[src/rtl/ecg_pkg.sv]
// Shared types and 250 Hz defaults for the ECG R-peak detection path.
// State codes are fixed so they line up with debug taps elsewhere in the chain.
package ecg_pkg;

  typedef enum logic [1:0] {
    SEARCH  = 2'd0,
    ABOVE   = 2'd1,
    REFRACT = 2'd2
  } state_t;

  localparam int ECG_REFRACT_SAMPLES = 50;   // 200 ms at 250 Hz
  localparam int ECG_MAX_RR          = 500;  // 2 s at 250 Hz
  localparam int RR_AVG_TAPS         = 8;

endpackage

[src/rtl/rr_averager.sv]
// 8-tap moving average of RR intervals (only built when RR_AVG_EN is defined).
// avg updates one cycle after a load pulse; no backpressure, one load per beat.
`ifdef RR_AVG_EN
module rr_averager
  import ecg_pkg::*;
#(
  parameter int W = 16
) (
  input  logic         clk,
  input  logic         rst_n,
  input  logic         load,
  input  logic [W-1:0] rr,
  output logic [W-1:0] avg
);

  logic [W-1:0] taps [RR_AVG_TAPS];
  logic [W+2:0] sum_q;
  logic [W+2:0] sum_d;

  // Running sum: drop the oldest tap, add the newest.
  assign sum_d = sum_q - {3'b000, taps[RR_AVG_TAPS-1]} + {3'b000, rr};

  always_ff @(posedge clk) begin
    if (!rst_n) begin
      for (int i = 0; i < RR_AVG_TAPS; i++) taps[i] <= '0;
      sum_q <= '0;
      avg   <= '0;
    end else if (load) begin
      taps[0] <= rr;
      for (int i = 1; i < RR_AVG_TAPS; i++) taps[i] <= taps[i-1];
      sum_q <= sum_d;
      avg   <= sum_d[W+2:3];
    end
  end

endmodule
`endif

[src/rtl/r_peak_detector.sv]
// R-peak detector: SEARCH/ABOVE/REFRACT on dn vs threshold; pulses appear one clk after the closing in_valid.
// No backpressure (strobe in, pulses out). Define RR_AVG_EN to build the 8-beat rr_avg, otherwise it is tied to 0.
module r_peak_detector
  import ecg_pkg::*;
#(
  parameter int DATA_W          = 32,
  parameter int RR_W            = 16,
  parameter int REFRACT_SAMPLES = ECG_REFRACT_SAMPLES,
  parameter int MAX_RR          = ECG_MAX_RR
) (
  input  logic              clk,
  input  logic              rst_n,
  input  logic              in_valid,
  input  logic [DATA_W-1:0] dn,
  input  logic [DATA_W-1:0] threshold,
  output logic              peak_valid,
  output logic [DATA_W-1:0] peak_amp,
  output logic              rr_valid,
  output logic [RR_W-1:0]   rr_interval,
  output logic              beat_missed,
  output logic              busy,
  output logic [RR_W-1:0]   rr_avg
);

  localparam logic [RR_W-1:0] REFR_LAST = RR_W'(REFRACT_SAMPLES - 1);
  localparam logic [RR_W-1:0] MAX_RR_V  = RR_W'(MAX_RR);
  localparam logic [RR_W-1:0] GAP_SAT   = '1;

  state_t              state_q, state_d;
  logic [DATA_W-1:0]   max_q, max_d;
  logic [RR_W-1:0]     pos_q, pos_d;
  logic [RR_W-1:0]     gmax_q, gmax_d;
  logic [RR_W-1:0]     rcnt_q, rcnt_d;
  logic [RR_W-1:0]     gap_q, gap_d;
  logic [RR_W-1:0]     ts_q;
  logic [RR_W-1:0]     last_pos_q;
  logic                first_q;
  logic                armed_q, armed_d;
  logic                emit;
  logic                miss;

  always_ff @(posedge clk) begin
    if (!rst_n) state_q <= SEARCH;
    else        state_q <= state_d;
  end

  always_comb begin
    state_d = state_q;
    max_d   = max_q;
    pos_d   = pos_q;
    gmax_d  = gmax_q;
    rcnt_d  = rcnt_q;
    gap_d   = gap_q;
    armed_d = armed_q;
    emit    = 1'b0;
    miss    = 1'b0;
    if (in_valid) begin
      gap_d = (gap_q == GAP_SAT) ? gap_q : gap_q + 1'b1;
      unique case (state_q)
        SEARCH: begin
          if (armed_q && (gap_q == MAX_RR_V)) begin
            miss    = 1'b1;
            armed_d = 1'b0;
          end
          if (dn > threshold) begin
            state_d = ABOVE;
            max_d   = dn;
            pos_d   = ts_q;
            gmax_d  = gap_q;
          end
        end
        ABOVE: begin
          // Exit test first: a raised threshold closes the peak even on a larger sample.
          if (dn <= threshold) begin
            emit    = 1'b1;
            state_d = REFRACT;
            rcnt_d  = REFR_LAST;
            gap_d   = ts_q - pos_q + 1'b1;
            armed_d = 1'b1;
          end else if (dn > max_q) begin
            max_d  = dn;
            pos_d  = ts_q;
            gmax_d = gap_q;
          end
        end
        REFRACT: begin
          if (rcnt_q == '0) state_d = SEARCH;
          else              rcnt_d  = rcnt_q - 1'b1;
        end
        default: state_d = SEARCH;
      endcase
    end
  end

  always_ff @(posedge clk) begin
    if (!rst_n) begin
      max_q       <= '0;
      pos_q       <= '0;
      gmax_q      <= '0;
      rcnt_q      <= '0;
      gap_q       <= '0;
      ts_q        <= '0;
      last_pos_q  <= '0;
      first_q     <= 1'b1;
      armed_q     <= 1'b1;
      peak_valid  <= 1'b0;
      peak_amp    <= '0;
      rr_valid    <= 1'b0;
      rr_interval <= '0;
      beat_missed <= 1'b0;
    end else begin
      max_q       <= max_d;
      pos_q       <= pos_d;
      gmax_q      <= gmax_d;
      rcnt_q      <= rcnt_d;
      gap_q       <= gap_d;
      armed_q     <= armed_d;
      if (in_valid) ts_q <= ts_q + 1'b1;
      peak_valid  <= emit;
      rr_valid    <= emit && !first_q && (gmax_q != GAP_SAT);
      beat_missed <= miss;
      if (emit) begin
        peak_amp    <= max_q;
        rr_interval <= pos_q - last_pos_q;
        last_pos_q  <= pos_q;
        first_q     <= 1'b0;
      end
    end
  end

  assign busy = (state_q == ABOVE) || (state_q == REFRACT);

`ifdef RR_AVG_EN
  rr_averager #(
    .W(RR_W)
  ) u_rr_averager (
    .clk  (clk),
    .rst_n(rst_n),
    .load (rr_valid),
    .rr   (rr_interval),
    .avg  (rr_avg)
  );
`else
  assign rr_avg = '0;
`endif

endmodule

[config.mk]
export PLATFORM = sky130hd
export DESIGN_NAME = r_peak_detector
export DESIGN_NICKNAME = d
export VERILOG_FILES = /design/src/rtl/ecg_pkg.sv /design/src/rtl/rr_averager.sv /design/src/rtl/r_peak_detector.sv
export SDC_FILE = /design/constraint.sdc
export NUM_CORES = 1
export LEC_CHECK = 0
export CAP_MARGIN = 20
export CORE_AREA = 2 2 107 213
export DETAILED_ROUTE_END_ITERATION = 10
export DIE_AREA = 0 0 109 215
export PLACE_DENSITY = 0.78
export SETUP_SLACK_MARGIN = 0.5
export SLEW_MARGIN = 40
export SYNTH_ARGS = -nofsm -noshare
export SYNTH_HDL_FRONTEND = slang
export SYNTH_SLANG_ARGS = --single-unit
[constraint.sdc]
create_clock -name clk -period 3.7 [get_ports clk]
set_input_delay 0.37 -clock clk [delete_from_list [all_inputs] [get_ports clk]]
set_output_delay 0.37 -clock clk [all_outputs]
set_load 0.05 [all_outputs]
==> results.cfg <==
[power]
power_leakage_nw = 4.96
p_per_area_mw_per_mm2 = 361
ir_drop_mv = 0.301
finalPower_w = 0.00460

[die]
dieArea_mm2 = 0.0234
io_pins = 135
die_x_um = 109
core_area_mm2 = 0.0219
die_height_um = 215
initial_core_util_pct = 49.2
row_count = 77

[hold_path]
min-delay-start = rst_n
hold_path_class = in2reg

[flow_run]
maxCapViolCount = 0

[route]
wire_per_inst_um = 15.4
vias = 9807
drc_errors = 0
ant_nets = 0
via_per_inst = 5.63
drt_iter0_drc = 632
wirelength_um = 26900
dr.pass1.iters = 5

[grt]
grt-busiest-layer = met2
grt_start_max_net_pins = 97
grt_pass1_wl_um = 45000
overflow = 0
met3_usage_pct = 4.06
grtUsageMet1_pct = 29.0
antenna_found_initial = 0
first_global_vias = 9637
grt_usage_pct = 23.4
grtUsageMet2_pct = 40.0

[critical_path]
worst_setup_path_end_kind = flop
cp_common_cell = o31ai_1
critPathKind = reg2reg
crit_fanout = 5
crit_family = compound AO/OA/AOI/OAI gates
cp.required_ns = 4.02
crit_arrival_ns = 3.39
critPathLaunch = pos_q[1]$_SDFFE_PN0P_
critPathSlowestCell = o41ai_1
crit_buf_inv = 0
critPathMaxStageDelay_ns = 0.51
crit-reg2reg-launch = pos_q[1]$_SDFFE_PN0P_
start_kind = flop
crit_chain = ha_1, nor2b_1, o31ai_1, a211oi_1, o31ai_1, a21oi_1, o41ai_1, xnor2_1, o21ai_0

[sta]
relSlewSlack_pct = 47.8
fmax_ghz = 0.327
fin_crit_ns = 3.06
slew_violations = 0
min_period_over_period_pct = 82.8
rsz0062_at_grt = false
setup_slack_ns = 0.637
skew_ns = 0.00722
tns_ns = 0
hold_viol = 0
tightest_slew_ns = 0.782
worst_hold_slack_ns = 0.355
setup_viol = 0

[cts]
clk_pin_slew_ns = 0.07
tritoncts = yes
clk_path_buf_depth = 2
clkLatencyLatePin_ns = 0.44
root_buffer = clkbuf_16
postCtsHoldBufs = 0
h-tree-depth = 4
cts.sinks = 183
cts_buffers = 17

[placed_design]
dpl.hpwl_um = 19500
gp_congestion = 0.901
place_ws_ns = 0.118
port_buffers = 118

[layout]
antenna_cells = 0
drive_above_1_share_pct = 6.41
layout.nets = 1639
area_delta_synth_final_pct = 18.5

[synth]
synth_top_flop_cell = dfxtp_1
async_flop_share_pct = 0
synth_area_leaders = dfxtp_1, ha_1, nand2_1, a21oi_1, nand3_1
syn_area_per_cell_um2 = 7.88
ys_seq_elements = 183
synth_top_area_cell = dfxtp_1
seq_area_frac_synth_pct = 34.0
syn_area_mm2 = 0.0108
synth-edff-count = 0
synth_top_area_share_pct = 34.0
ys_warn_count = 0
synthCells = 1366
yosysUniqueCellTypes = 77

[run_status]
status = finished, final reports clean
-- cells in the final DEF, fill, tap and decap left out, types with 17 or more instances in the layout --
| master | instances |
|---|---|
| dfxtp_1 | 183 |
| a21oi_1 | 123 |
| nand4_1 | 23 |
| nor2_1 | 47 |
| o21ai_0 | 82 |
| nor3_1 | 17 |
| clkdlybuf4s50_1 | 117 |
| nand3_1 | 95 |
| inv_1 | 120 |
| ha_1 | 115 |
| buf_4 | 18 |
| clkbuf_16 | 17 |
| nand2_1 | 230 |
| xnor2_1 | 23 |
-- synthesized netlist by cell type, drive strengths merged (12+ instances only) --
cell,count
nand2,233
dfxtp,183
a21oi,124
inv,120
ha,115
nand3,96
o21ai,86
nor2,48
buf,44
clkbuf,42
nand4,23
xnor2,23
nor3,18
a21o,16
or3,16
xor2,15
o22ai,13
o21a,12
o31ai,12
-- report_power, final --
group          total [W]  internal (W)  switching, W
Sequential       0.00205       0.00201     0.0000397
Combinational   0.000682      0.000268      0.000414
Clock            0.00187       0.00107      0.000798
Total            0.00460       0.00335       0.00125
-- registers in the layout, indices dropped and copies added (netlist names) --
signal / flops
gmax_q: 16
max_q: 32
peak_amp: 32
state_q: 2
ts_q: 16
rr_interval: 16
rcnt_q: 16
rr_valid: 1
first_q: 1
gap_q: 16
last_pos_q: 16
pos_q: 16
armed_q: 1
beat_missed: 1
peak_valid: 1
-- area by class of cell --
type | instances | area [µm²]
Tap cell | 276 | 345
Sequential cell | 183 | 3660
Timing Repair Buffer | 141 | 1420
Multi-Input combinational cell | 991 | 6270
Fill cell | 1908 | 9120
Clock buffer | 22 | 484
Inverter | 121 | 454
Clock inverter | 9 | 116
-- layer usage --
metal | routed length (µm) | share of wire (%)
met5 | 0 | 0
met4 | 637 | 2.4
met3 | 1110 | 4.1
met2 | 13500 | 50
met1 | 11600 | 43
-- worst paths after layout --
kind / slack, ns / endpoint / cells past startpoint
min reg2reg: 0.45 / peak_amp[31]$_SDFFE_PN0P_ / 2
max reg2reg: 0.64 / rr_interval[15]$_SDFFE_PN0P_ / 9
min: 0.36 / gmax_q[5]$_SDFFE_PN0P_ / 3
max: 0.64 / rr_interval[15]$_SDFFE_PN0P_ / 9
-- metrics by stage --
step           area (µm²)  std cells  util (%)
2_1_floorplan       10800       1381         -
3_3_place_gp        12100       1709      55.4
3_5_place_dp        12100       1709      55.4
4_1_cts             12700       1740      58.1
5_1_grt             12800       1743      58.3
6_report            12800       1743      58.3
-- logic make-up (layout without fill, tap and decap cells) --
group	Yosys count	after routing	share of synthesized area, %
AOI/OAI and AO/OA	325	325	18.9
xor gates and xnor gates	38	38	3.09
adders and majority gates	117	117	13.7
buffers and inverters	207	293	8.54
DFF	183	183	34.0
muxes	5	5	0.488
other	1	16	0.0348
and+or+nand+nor	490	490	21.2
-- worst register-to-register path, delay by kind of cell, from the launching register on --
family | cells | cell delay [ns]
compound gates | 6 | 1.89
flops | 1 | 0.46
fa+ha+maj | 1 | 0.27
xor+xnor | 1 | 0.18
simple gates | 1 | 0.14
-- what timing repair did --
action,in CTS,in global routing
resized for setup,1,5
endpoints found under the setup margin,1,20
pin swaps,0,2
cloned,0,0
hold endpoints to repair,0,0
setup buffers,0,3
(Power assumes the default switching activity.)
